## src/rtl/seq_arbiter.sv

```systemverilog
// seq_arbiter: round-robin arbiter serializing a two-phase output sequence; SEQ_ARB_SERVED_CNT_EN adds SERVED_CNT.
module seq_arbiter #(
  parameter int NUM_REQ   = 4,
  parameter int PHASE_LEN = 1,
  parameter int IDW       = 2
) (
  input  logic               CLK,
  input  logic               RESET,
  input  logic [NUM_REQ-1:0] REQ,
  output logic [NUM_REQ-1:0] GNT,
  output logic [IDW-1:0]     GNT_ID,
  output logic               BUSY,
  output logic               OUT_SIG_1,
  output logic               OUT_SIG_2,
  output logic               DONE
`ifdef SEQ_ARB_SERVED_CNT_EN
  ,output logic [7:0]        SERVED_CNT
`endif
);
  localparam logic [7:0] LAST = 8'((PHASE_LEN < 2 ? 1 : PHASE_LEN) - 1);
  typedef enum logic [1:0] {IDLE, PHASE_1, PHASE_2, DONE_ST} state_t;
  state_t state, n_state;
  logic [7:0] cnt, n_cnt;
  logic [IDW-1:0] ptr, n_ptr, win, off, n_id;
  logic [IDW:0] sum;
  logic [NUM_REQ-1:0] rot, n_gnt;
  logic n_busy, n_o1, n_o2, n_done;
  // rotate so bit 0 is the pointer position, then take the lowest set bit
  always_comb begin
    rot = NUM_REQ'({REQ, REQ} >> ptr);
    off = '0;
    for (int k = NUM_REQ - 1; k >= 0; k--)
      if (rot[k]) off = IDW'(k);
    sum = {1'b0, ptr} + {1'b0, off};
    win = sum >= (IDW+1)'(NUM_REQ) ? IDW'(sum - (IDW+1)'(NUM_REQ)) : IDW'(sum);
  end
  always_comb begin
    n_state = state;
    n_cnt   = cnt;
    n_ptr   = ptr;
    n_gnt   = GNT;
    n_id    = GNT_ID;
    n_busy  = BUSY;
    n_o1    = OUT_SIG_1;
    n_o2    = OUT_SIG_2;
    n_done  = DONE;
    case (state)
      IDLE: if (|REQ) begin
        n_state = PHASE_1;
        n_gnt   = NUM_REQ'(1) << win;
        n_id    = win;
        n_busy  = 1'b1;
        n_o1    = 1'b1;
        n_cnt   = LAST;
      end
      PHASE_1: begin
        n_cnt   = cnt == 8'd0 ? LAST : cnt - 8'd1;
        n_o2    = cnt == 8'd0;
        n_state = cnt == 8'd0 ? PHASE_2 : PHASE_1;
      end
      PHASE_2: if (cnt == 8'd0) begin
        n_state = DONE_ST;
        n_o1    = 1'b0;
        n_o2    = 1'b0;
        n_gnt   = '0;
        n_busy  = 1'b0;
        n_done  = 1'b1;
        n_ptr   = GNT_ID == IDW'(NUM_REQ - 1) ? '0 : GNT_ID + IDW'(1);
      end else n_cnt = cnt - 8'd1;
      DONE_ST: begin
        n_done  = 1'b0;
        n_state = IDLE;
      end
      default: begin
        n_state = IDLE;
        n_cnt   = '0;
        n_gnt   = '0;
        n_id    = '0;
        n_busy  = 1'b0;
        n_o1    = 1'b0;
        n_o2    = 1'b0;
        n_done  = 1'b0;
      end
    endcase
  end
  always_ff @(posedge CLK) begin
    if (RESET) begin
      state     <= IDLE;
      cnt       <= '0;
      ptr       <= '0;
      GNT       <= '0;
      GNT_ID    <= '0;
      BUSY      <= 1'b0;
      OUT_SIG_1 <= 1'b0;
      OUT_SIG_2 <= 1'b0;
      DONE      <= 1'b0;
    end else begin
      state     <= n_state;
      cnt       <= n_cnt;
      ptr       <= n_ptr;
      GNT       <= n_gnt;
      GNT_ID    <= n_id;
      BUSY      <= n_busy;
      OUT_SIG_1 <= n_o1;
      OUT_SIG_2 <= n_o2;
      DONE      <= n_done;
    end
  end
`ifdef SEQ_ARB_SERVED_CNT_EN
  always_ff @(posedge CLK) begin
    if (RESET) SERVED_CNT <= '0;
    else if (state == PHASE_2 && cnt == 8'd0) SERVED_CNT <= SERVED_CNT + 8'd1;
  end
`endif
endmodule

```

## config.mk

```make
export PLATFORM = sky130hd
export DESIGN_NAME = seq_arbiter
export DESIGN_NICKNAME = d
export VERILOG_FILES = /design/src/rtl/seq_arbiter.sv
export SDC_FILE = /design/constraint.sdc
export NUM_CORES = 1
export LEC_CHECK = 0
export ABC_AREA = 1
export ABC_CLOCK_PERIOD_IN_PS = 2000
export CORE_ASPECT_RATIO = 1.1
export CORE_UTILIZATION = 40
export CTS_CLUSTER_SIZE = 25
export DETAILED_ROUTE_END_ITERATION = 10
export GPL_TIMING_DRIVEN = 0
export SYNTH_ARGS = -nofsm -noshare
export SYNTH_HDL_FRONTEND = slang
export SYNTH_SLANG_ARGS = --single-unit
```

## constraint.sdc

```tcl
create_clock -name CLK -period 2 [get_ports CLK]
set_input_delay 0.5 -clock CLK [delete_from_list [all_inputs] [get_ports CLK]]
set_output_delay 0.5 -clock CLK [all_outputs]
set_load 0.02 [all_outputs]
```

# Yosys cells after proc, flatten, opt, wreduce, memory -nomap -nowiden
# Cells that the tools add are included.
# Widths: inputs -> output; s select.
[classes]
add_sub_neg = 4
magnitude_cmp = 1
n_eq_ne = 7
shift = 2
muxes = 23
reduce_logical = 14
[ops]
columns = ["op", "count"]
rows = [
  ["$mux 8", 3],
  ["$pmux 8 s3", 1],
  ["$mux 2", 9],
  ["$reduce_and 2->1", 5],
  ["$logic_not 8->1", 1],
  ["$mux 4", 2],
  ["$pmux 2 s4", 1],
  ["$pmux 4 s2", 1],
  ["$shr 8x2->4", 1],
  ["$sub 8x1->8 const B", 1],
  ["$eq 2x2->1 const B", 3],
  ["$ne 2x2->1 const B", 3],
  ["$pmux 1 s2", 3],
  ["$reduce_and 3->1", 2],
  ["$reduce_bool 2->1", 3],
  ["$reduce_or 4->1", 1],
  ["$shl 1x2->4 const A", 1],
  ["$add 2x2->3", 1],
  ["$ge 3x3->1 const B", 1],
  ["$mux 1", 3],
  ["$reduce_bool 3->1", 1],
  ["$add 2x1->2 const B", 1],
  ["$eq 2x1->1 const B", 1],
  ["$logic_not 2->1", 1],
  ["$sub 2x1->2 const B", 1],
]
[word_totals]
register_bits = 21
inputBits = 6
output_inout_bits = 10
elab_cells = 59

# Depth between registers and ports, before layout
# Gate-level depths: netlist of the first run.
[logic_depth]
ltp_word = 11
mapped_depth = 13
mapped_depth_nobuf = 13

# Worst setup path after synthesis of the first run
# OpenSTA, ideal clock, no wires.
[synth_path]
path_type = "input to register"
start = "input port REQ[1]"
end = "register GNT_ID[1]"
arrival_time_ps = 1617
t_required_ps = 1887
setup_slack_ps = 270
cell_stages = 12
path_buffers = 0
cell_sequence = "nand2_1 > nand3_1 > nand2_1 > nand3_1 > a21boi_0 > ha_1 > xor2_1 > inv_1 > nand3_2 > nand2_2 > o21ai_1 > inv_1"
[synth_between]
elab_chain_cells = 8
word_cells_on_any_way = 11
[synth_rtl]
columns = ["item", "line", "source"]
rows = [
  ["start, declared", "9", "input logic [NUM_REQ-1:0] REQ,"],
  ["$shr 8x2->4", "30", "rot = NUM_REQ'({REQ, REQ} >> ptr);"],
  ["$mux 2 (4 in series)", "33", "if (rot[k]) off = IDW'(k);"],
  ["$add 2x2->3", "34", "sum = {1'b0, ptr} + {1'b0, off};"],
  ["$ge 3x3->1 or $sub 2x1->2 (tied branches)", "35", "win = sum >= (IDW+1)'(NUM_REQ) ? IDW'(sum - (IDW+1)'(NUM_REQ)) : IDW'(sum);"],
  ["$mux 2", "35", ""],
  ["end signal, assigned", "102", "GNT_ID <= n_id;"],
  ["end, declared", "11", "output logic [IDW-1:0] GNT_ID,"],
]
# Parallel ways exist; a longest one is shown, timed or not.
# A chain may end at the register's enable or synchronous reset.

# Final worst setup path of the first run
[layout_path]
start = "register OUT_SIG_1"
end = "output port OUT_SIG_1"
[layout_rtl]
columns = ["item", "line", "source"]
rows = [
  ["start, declared", "13", "output logic OUT_SIG_1,"],
  ["start signal, assigned", "104", "OUT_SIG_1 <= n_o1;"],
]
# No word-level cell between the ends.

==> results of run 1 <==
cell usage in the layout (no fill, tap or decap), types with 2 or more instances in the layout:
cell / n
nor2_1: 11
dlymetal6s2s_1: 4
nand2_2: 4
nor2_4: 2
buf_4: 3
nand3_1: 18
o21ai_0: 6
dfxtp_1: 20
inv_1: 18
o21ai_1: 3
clkbuf_4: 3
inv_2: 4
ha_1: 7
nor3_1: 2
nand2_1: 40
clkdlybuf4s50_1: 10
a21oi_1: 10
xor2_2: 2
o21ai_2: 2
nand2_4: 4
nor2_2: 4
a21oi_2: 6
nand3_2: 3
flip-flops by register name, indices dropped and copies added, names as in the netlist, named ones only:
signal,flops
ptr,2
OUT_SIG_1,1
state,1
GNT_ID,2
GNT,4
DONE,1
cnt,8
OUT_SIG_2,1
power breakdown:
group | internal [mW] | switching, mW
sequential | 0.550 | 0.113
combinational | 0.607 | 0.897
clock | 0.0778 | 0.133
path summary, 6_finish.rpt:
| path | end | slack, ps | depth (start not counted) |
|---|---|---|---|
| max | OUT_SIG_1 | 150 | 2 |
| min | GNT[2]$_SDFFE_PP0P_ | 410 | 2 |
| max reg2reg | GNT_ID[1]$_SDFFE_PP0P_ | 190 | 13 |
| min reg2reg | GNT[0]$_SDFFE_PP0P_ | 470 | 2 |
metrics by stage:
step / util / total power [mW] / cell area (um^2) / setup WS (ps)
after detailed placement: 0.480 / 2.16 / 1480 / -362
final: 0.499 / 2.38 / 1530 / 147
after global placement: 0.480 / 2.12 / 1480 / -322
after floorplan: - / 1.79 / 1290 / 270
after CTS: 0.488 / 2.38 / 1500 / 11.1
after global routing: 0.499 / 2.62 / 1530 / 12.1
metal layers:
layer | vias up | global-route usage | wire (um)
met2 | 8 | 0.304 | 1320
li1 | 606 | - | -
met3 | 4 | 0.0210 | 59
met1 | 540 | 0.170 | 1090
met4 | 0 | 0.0767 | 33
met5 | - | 0 | 0
final cells by class:
type                       count  area, um^2
fill                         297        1540
multi-input combinational    130         776
sequential                    21         422
timing repair buffer          15         158
inverter                      24        93.8
tap                           34        42.5
clock buffer                   4        26.3
buffer                         2        15.0
cell families (layout without fill, tap and decap cells):
group                      after synthesis  count (layout)  share of synthesized area
adders and majority gates                8               8                     0.0774
and+or+nand+nor                         90              90                      0.348
buffers and inverters                   26              45                     0.0842
DFF                                     21              21                      0.325
AOI/OAI and AO/OA                       29              29                      0.139
xor gates and xnor gates                 3               3                     0.0261
what timing repair did:
item | 4_1_cts | 5_1_grt
resized for setup | 1 | 8
pin swaps | 0 | 4
setup buffers | 0 | 1
endpoints found under the setup margin | 3 | 5
==> metrics.csv, run 1 <==
metric;value;unit
critPathKind;reg -> out;
synth_area_leaders;dfxtp_1 (33%), nand2_1 (12%), ha_1 (7.7%);
gp_congestion;0.875;
yosysSeqAreaShare;0.325;
grt_use_total;0.156;
synth_top_cell_by_area;dfxtp_1;
min_period;1850;ps
synth_top_area_frac;0.325;
yosys.cell_count.top_type;nand2_1;
antenna_found_initial;0;
drt_iter0_drc;55;
worstSetupEndpointType;primary output;
core.rowCount;21;
drive_gt1_frac;0.209;
clock-sinks;21;
crit_path_max_incr_delay;580;ps
synth_cell_types;28;
fp.dieH;61.6;um
tns;0;ps
status;completed;
cp_slowest_cell;clkdlybuf4s50_1;
clk_pin_slew;120;ps
antennaDiodeCount;0;
relSlewSlack;0.755;
min_period_over_period;0.927;
clockRootBuffer;clkbuf_4;
min_path_type;in -> reg;
worst_pin_slew;368;ps
grt_pass1_vias;1094;
fin_skew;6.38;ps
dp.cells;225;
rsz0062_at_grt;no;
synth-seq-cells;21;
viasPerCell;5.03;
crit_fanout;3;
max_clock_freq;0.540;GHz
synth_nets;191;
power_density;1550;mW/mm^2
dp_hpwl;2030;um
holdBufCountCts;0;
route.detailed.drc;0;
r2r_start;ptr[0]$_SDFFE_PP0P_;
grt_pass1_wl;4240;um
cts_tree;yes;
crit_path_start_kind;register;
wl_per_cell;10.9;um
critPathBufInv;2;
synthFlopType;dfxtp_1;
dr_total_vias;1158;
crit_chain;buf_4 -> clkdlybuf4s50_1;
core;0.00307;mm^2
setup_viol_count_final;0;
startpoint;OUT_SIG_1$_SDFFE_PP0P_;
ios;16;
initial_core_util;0.420;
synth_area;0.00129;mm^2
dieWidth;56.2;um
peakVddDrop;683;uV
drv_slew;0;
drt_pass1_iterations;5;
portBuffers;14;
syn_avg_cell_area;7.30;um^2
die_area;0.00346;mm^2
h-tree-depth;1;
synth_edf_count;0;
hold_viol_final;0;
maxCapViolCount;0;
synthCells;177;
drt-total-wl;2500;um
hold_ws;410;ps
hp-start;RESET;
syn2layout_area_growth;18.6;%
cp.arrival;1350;ps
synthArstFlopShare;0;
clockBufferDepth;2;
finalNonFillerCells;230;
grt_start_max_net_pins;12;
clock_latency;310;ps
ys_top_cells_by_count;nand2_1 (41), dfxtp_1 (21), inv_1 (18), nand3_1 (18), nor2_1 (11);
grt-ovfl-total;0;
cts_buffers;3;
fin_nets;211;
cp.required;1500;ps
antenna_left;0;
critPathTopFamily;buffers and inverters;
leakage;0.733;nW
yosysWarningCount;0;
Power figures use the tool's default switching activity.
==> run 2: changes to the inputs <==
--- a/config.mk
+++ b/config.mk
@@ -12,6 +12,7 @@
 export CTS_CLUSTER_SIZE = 25
 export DETAILED_ROUTE_END_ITERATION = 10
 export GPL_TIMING_DRIVEN = 0
+export PLACE_DENSITY_LB_ADDON = 0.3
 export SYNTH_ARGS = -nofsm -noshare
 export SYNTH_HDL_FRONTEND = slang
 export SYNTH_SLANG_ARGS = --single-unit
==> run 2 against run 1 <==
Compared with the run above: non-clock buffer count stayed put; critical path depth is 11 higher; via count is 0.43% lower; cell count stayed put; register-to-register slack worse by 50 ps; critical path type is now reg -> reg; largest power group unchanged; highest routed layer unchanged.
==> metrics.csv, run 2 (synthesis gave the netlist of run 1 again) <==
metric;value;unit;change
status;completed;;unchanged
most-common-layout-cells;nand2_1 (41), dfxtp_1 (20), inv_1 (18);;was nand2_1 (40), dfxtp_1 (20), nand3_1 (18), inv_1 (18), nor2_1 (11)
hold_viol_final;0;;unchanged
cp.required;2210;ps;was 1500 ps
cts_tree;yes;;unchanged
r2r_start;ptr[0]$_SDFFE_PP0P_;;unchanged
min_period_over_period;0.930;;was 0.927
drv_slew;0;;unchanged
core;0.00307;mm^2;unchanged
rsz0062_at_grt;no;;unchanged
dieWidth;56.2;um;unchanged
cp_slowest_cell;dfxtp_2;;was clkdlybuf4s50_1
wl_per_cell;11.3;um;was 10.9 um
holdBufCountCts;0;;unchanged
clockBufferDepth;2;;unchanged
power_density;1580;mW/mm^2;was 1550 mW/mm^2
h-tree-depth;1;;unchanged
relSlewSlack;0.764;;was 0.755
clk_pin_slew;120;ps;about the same
ios;16;;unchanged
drt_pass1_iterations;4;;was 5
worstSetupEndpointType;register;;was primary output
setup_viol_count_final;0;;unchanged
grt-ovfl-total;0;;unchanged
crit_path_max_incr_delay;410;ps;was 580 ps
drt_iter0_drc;61;;was 55
grt_pass1_wl;4510;um;was 4240 um
route.detailed.drc;0;;unchanged
clock-sinks;21;;unchanged
critPathKind;reg -> reg;;was reg -> out
antenna_found_initial;0;;unchanged
cp.arrival;2070;ps;was 1350 ps
final_common_cell;nand2_1;;unchanged
die_area;0.00346;mm^2;unchanged
worst_pin_slew;355;ps;was 368 ps
post-route-util;0.492;;was 0.499
r2r_cells;13;;unchanged
whs_path_depth;2;;unchanged
core.rowCount;21;;unchanged
leakage;0.705;nW;was 0.733 nW
grt_start_max_net_pins;13;;was 12
syn2layout_area_growth;17.1;%;was 18.6%
portBuffers;14;;unchanged
grt_use_total;0.167;;was 0.156
whs_endpoint;GNT[2]$_SDFFE_PP0P_;;unchanged
grt_pass1_vias;1123;;was 1094
drive_gt1_frac;0.209;;unchanged
cts_buffers;3;;unchanged
crit_fanout;6;;was 3
largest_reg_flops;8;;unchanged
initial_core_util;0.420;;unchanged
clock_latency;300;ps;was 310 ps
fin_nets;211;;unchanged
hp-start;RESET;;unchanged
peakVddDrop;695;uV;was 683 uV
maxCapViolCount;0;;unchanged
antenna_left;0;;unchanged
min_path_type;in -> reg;;unchanged
gp_congestion;0.856;;was 0.875
fp.dieH;61.6;um;unchanged
viasPerCell;5.01;;was 5.03
reg.largest.list;cnt: 8 flops, GNT: 4 flops;;unchanged
reg2reg_to;GNT_ID[1]$_SDFFE_PP0P_;;unchanged
dp_hpwl;2120;um;was 2030 um
min_period;1860;ps;was 1850 ps
clockRootBuffer;clkbuf_4;;unchanged
regMostFlops;cnt;;unchanged
antennaDiodeCount;0;;unchanged
rrSetupSlack;140;ps;was 190 ps
finalPower;2.39;mW;was 2.38 mW
max_clock_freq;0.538;GHz;was 0.540 GHz
crit_path_start_kind;register;;unchanged
dr_total_vias;1153;;was 1158
crit_chain;inv_2 -> nand2_1 -> nand3_1 -> nand2_1 -> nand3_1 -> a21boi_1 -> ha_2 -> xor2_1 -> inv_1 -> nand3_2 -> nand2_2 -> o21ai_1 -> inv_1;;was buf_4 -> clkdlybuf4s50_1
drt-total-wl;2610;um;was 2500 um
fin_skew;4.89;ps;was 6.38 ps
## run 2: changes by cell type in the layout (fill, tap and decap cells not counted), sizes merged
cell	delta
dlygate4sd2	+4
dlymetal6s2s	-4
clkinv	+1
clkbuf	-1
## run 2: critical path: cells and delay by family (launching register included)
kind	cells	cell delay [ps]
XOR/XNOR	1	180
flip-flops	1	410
buffers and inverters	3	190
AND/OR/NAND/NOR	6	510
AO/OA/AOI/OAI	2	290
adder cells (fa/ha/maj)	1	190
## run 2: through the flow
stage                     TNS [ps]  setup slack (ps)  hold WS [ps]  cells  cell area, um^2
final                            0               140           412    230             1510
after global routing             0              24.7           404    230             1510
after CTS                        0              77.6           395    230             1510
after detailed placement     -1940              -408           464    225             1480
after global placement       -1330              -313           456    225             1480
after floorplan                  0               270           448    177             1290
## run 2: how the worst max path moves through the flow
stage               depth (start not counted)                     end  slack [ps]                start
floorplan                                  12  GNT_ID[1]$_SDFFE_PP0P_         270               REQ[1]
global placement                           13  GNT_ID[1]$_SDFFE_PP0P_        -310               REQ[1]
detailed placement                         13  GNT_ID[1]$_SDFFE_PP0P_        -410               REQ[1]
CTS                                        13  GNT_ID[1]$_SDFFE_PP0P_          80  ptr[0]$_SDFFE_PP0P_
global route                               11  GNT_ID[1]$_SDFFE_PP0P_          20  ptr[1]$_SDFFE_PP0P_
finish                                     13  GNT_ID[1]$_SDFFE_PP0P_         140  ptr[0]$_SDFFE_PP0P_
## run 2: layout make-up
type / count / area, um^2
plain buffers: 2 / 15.0
clock buffers: 3 / 22.5
clock inverters: 1 / 5.00
fillers: 310 / 1560
inverters: 24 / 93.8
multi-input cells: 130 / 771
flip-flops and latches: 21 / 422
well taps: 34 / 42.5
repair buffers: 15 / 143
## run 2: per-layer routing
metal / GRT usage / routed length [um] / vias up
met2: 0.308 / 1370 / 20
met4: 0.0941 / 37 / 0
met1: 0.192 / 1130 / 519
met5: 0 / 0 / -
li1: - / - / 610
met3: 0.0231 / 66 / 4
## run 2: what timing repair did
| item | 4_1_cts | 5_1_grt |
|---|---|---|
| setup endpoints to repair | 5 | 4 |
| gates resized for setup | 7 | 1 |
| pin swaps | 3 | 0 |
| buffers inserted | 1 | 0 |
## run 2: where the power goes
| group | internal (mW) | switching, mW |
|---|---|---|
| sequential | 0.550 | 0.116 |
| clock | 0.0746 | 0.131 |
| combinational | 0.601 | 0.914 |
| total | 1.23 | 1.16 |
==> run 3: changes to the inputs <==
--- a/config.mk
+++ b/config.mk
@@ -9,10 +9,12 @@
 export ABC_CLOCK_PERIOD_IN_PS = 2000
 export CORE_ASPECT_RATIO = 1.1
 export CORE_UTILIZATION = 40
+export CTS_BUF_LIST = sky130_fd_sc_hd__clkbuf_4
 export CTS_CLUSTER_SIZE = 25
 export DETAILED_ROUTE_END_ITERATION = 10
 export GPL_TIMING_DRIVEN = 0
-export PLACE_DENSITY_LB_ADDON = 0.3
+export PLACE_DENSITY = 0.58
+export SETUP_SLACK_MARGIN = 0.4
 export SYNTH_ARGS = -nofsm -noshare
 export SYNTH_HDL_FRONTEND = slang
 export SYNTH_SLANG_ARGS = --single-unit
==> run 3 against run 2 <==
Compared with the run above: register-to-register slack better by 30 ps; first-iteration DRC count fell by 67%; clock-buffer cell count unchanged; via count increased by 6.2%; clock power about the same; non-clock buffer count increased by 6; cell area increased by 13%; maximum frequency rose by 1.4%; total power rose by 16%; sequential share of layout area shrank 2.7 points; highest routed layer unchanged.
==> metrics.csv, run 3 (synthesis gave the netlist of run 1 again) <==
metric;value;unit;change
leakage;0.795;nW;was 0.705 nW
seq_area;430;um^2;was 422 um^2
hold_ws;420;ps;was 412 ps
grt_use_total;0.181;;was 0.167
switching_share;0.494;;was 0.486
largest_reg_flops;8;;unchanged
clock-sinks;21;;unchanged
drt-total-wl;2970;um;was 2610 um
max_clock_freq;0.545;GHz;was 0.538 GHz
most-common-layout-cells;nand2_1 (31), dfxtp_1 (17), inv_1 (15);;was nand2_1 (41), dfxtp_1 (20), inv_1 (18)
clockRootBuffer;clkbuf_4;;unchanged
grt-ovfl-total;0;;unchanged
antenna_found_initial;0;;unchanged
core;0.00307;mm^2;unchanged
initial_core_util;0.420;;unchanged
crit_path_max_incr_delay;220;ps;was 410 ps
n_fill_cell;300;;was 310
cts_tree;yes;;unchanged
viasPerCell;5.19;;was 5.01
cp.required;2250;ps;was 2210 ps
power_frac_clock;0.074;;was 0.086
antenna_left;0;;unchanged
portBuffers;14;;unchanged
setup_viol_count_final;0;;unchanged
multi_input_area;923;um^2;was 771 um^2
peakVddDrop;846;uV;was 695 uV
hold_viol_final;0;;unchanged
post-route-util;0.557;;was 0.492
fp.dieH;61.6;um;unchanged
dr_total_vias;1224;;was 1153
drt_iter0_drc;20;;was 61
cts_buffers;3;;unchanged
min_period_over_period;0.917;;was 0.930
power_density;1610;mW/mm^2;was 1580 mW/mm^2
h-tree-depth;1;;unchanged
gp_congestion;0.885;;was 0.856
grt_start_max_net_pins;13;;unchanged
syn2layout_area_growth;32.5;%;was 17.1%
min_period;1830;ps;was 1860 ps
seq_power_share;0.253;;was 0.279
crit_fanout;3;;was 6
maxCapViolCount;0;;unchanged
ios;16;;unchanged
finalPower;2.77;mW;was 2.39 mW
grt_pass1_vias;1213;;was 1123
antennaDiodeCount;0;;unchanged
reg.largest.list;cnt: 8 flops, GNT: 4 flops;;unchanged
route.detailed.drc;0;;unchanged
r2r_cells;13;;unchanged
drv_slew;0;;unchanged
dieWidth;56.2;um;unchanged
comb_power_share;0.674;;was 0.635
rrSetupSlack;170;ps;was 140 ps
relSlewSlack;0.827;;was 0.764
dp_hpwl;2210;um;was 2120 um
drt_pass1_iterations;4;;unchanged
whs_path_depth;2;;unchanged
drive_gt1_frac;0.406;;was 0.209
fin_skew;4.13;ps;was 4.89 ps
clock_latency;300;ps;about the same
rsz0062_at_grt;yes;;was no
clockBufferDepth;2;;unchanged
die_area;0.00346;mm^2;unchanged
fin_nets;217;;was 211
regMostFlops;cnt;;unchanged
worstSetupEndpointType;register;;unchanged
internal_power;1.40;mW;was 1.23 mW
crit_path_start_kind;primary input;;was register
cp_slowest_cell;clkdlybuf4s15_1;;was dfxtp_2
grt_pass1_wl;4940;um;was 4510 um
wl_per_cell;12.6;um;was 11.3 um
critPathKind;in -> reg;;was reg -> reg
crit_path_frequent_cell;nand3_2;;
core.rowCount;21;;unchanged
holdBufCountCts;0;;unchanged
crit_chain;clkdlybuf4s15_1 -> nand2_2 -> nand3_4 -> nand2_2 -> nand3_2 -> a21boi_2 -> ha_4 -> xor2_2 -> inv_1 -> nand3_2 -> buf_4 -> nand3_2 -> a21oi_2;;was inv_2 -> nand2_1 -> nand3_1 -> nand2_1 -> nand3_1 -> a21boi_1 -> ha_2 -> xor2_1 -> inv_1 -> nand3_2 -> nand2_2 -> o21ai_1 -> inv_1
min_path_type;in -> reg;;unchanged
cp.arrival;2080;ps;was 2070 ps
clk_pin_slew;120;ps;about the same
status;completed;;unchanged
power.switching;1.36;mW;was 1.16 mW
worst_pin_slew;258;ps;was 355 ps
final_common_cell;nand2_1;;unchanged
==> run 3: routing by layer <==
metal	routed length, um	track usage	vias up
met3	60	0.0189	4
li1	-	-	627
met1	1170	0.185	575
met5	0	0	-
met2	1710	0.389	18
met4	19	0.0592	0
==> run 3: power by group through the flow <==
stage / registers, mW / clock network (mW) / logic, mW
3_3_place_gp: 0.672 / 0 / 1.52
3_5_place_dp: 0.684 / 0 / 1.55
2_1_floorplan: 0.739 / 0 / 1.11
4_1_cts: 0.688 / 0.214 / 1.75
6_report: 0.698 / 0.204 / 1.86
5_1_grt: 0.716 / 0.224 / 2.07
==> run 3: final timing paths <==
kind	from	endpoint
hold / removal	RESET	GNT[1]$_SDFFE_PP0P_
setup / recovery	REQ[3]	GNT[1]$_SDFFE_PP0P_
hold reg to reg	GNT[3]$_SDFFE_PP0P_	GNT[3]$_SDFFE_PP0P_
setup reg to reg	ptr[0]$_SDFFE_PP0P_	GNT[1]$_SDFFE_PP0P_
==> run 3: metrics by stage <==
step	cell area, um^2	TNS [ps]	instances	worst slack (ps)
after floorplan	1350	0	177	311
after global placement	1530	-2590	225	-433
after detailed placement	1530	-3040	225	-484
after CTS	1670	0	234	237
after global routing	1710	0	236	49.9
final	1710	0	236	166
==> run 3: area by class of cell <==
cell class / count / area share
inverter: 24 / 0.0592
sequential: 21 / 0.251
multi-input combinational: 130 / 0.539
tap: 34 / 0.0248
clock inverter: 1 / 0.00292
clock buffer: 3 / 0.0131
timing repair buffer: 21 / 0.101
buffer: 2 / 0.00877
==> run 3: worst max-delay path, delay by kind of cell <==
kind                     cells  cell delay [ps]
AO/OA/AOI/OAI                2              300
AND/OR/NAND/NOR              6              510
adder cells (fa/ha/maj)      1              160
XOR/XNOR                     1              170
buffers and inverters        3              430
==> run 3: what timing repair did <==
| item | 4_1_cts | 5_1_grt |
|---|---|---|
| buffers inserted | 5 | 2 |
| endpoints found under the setup margin | 26 | 15 |
| gates resized for setup | 46 | 12 |
| pin swaps | 14 | 7 |
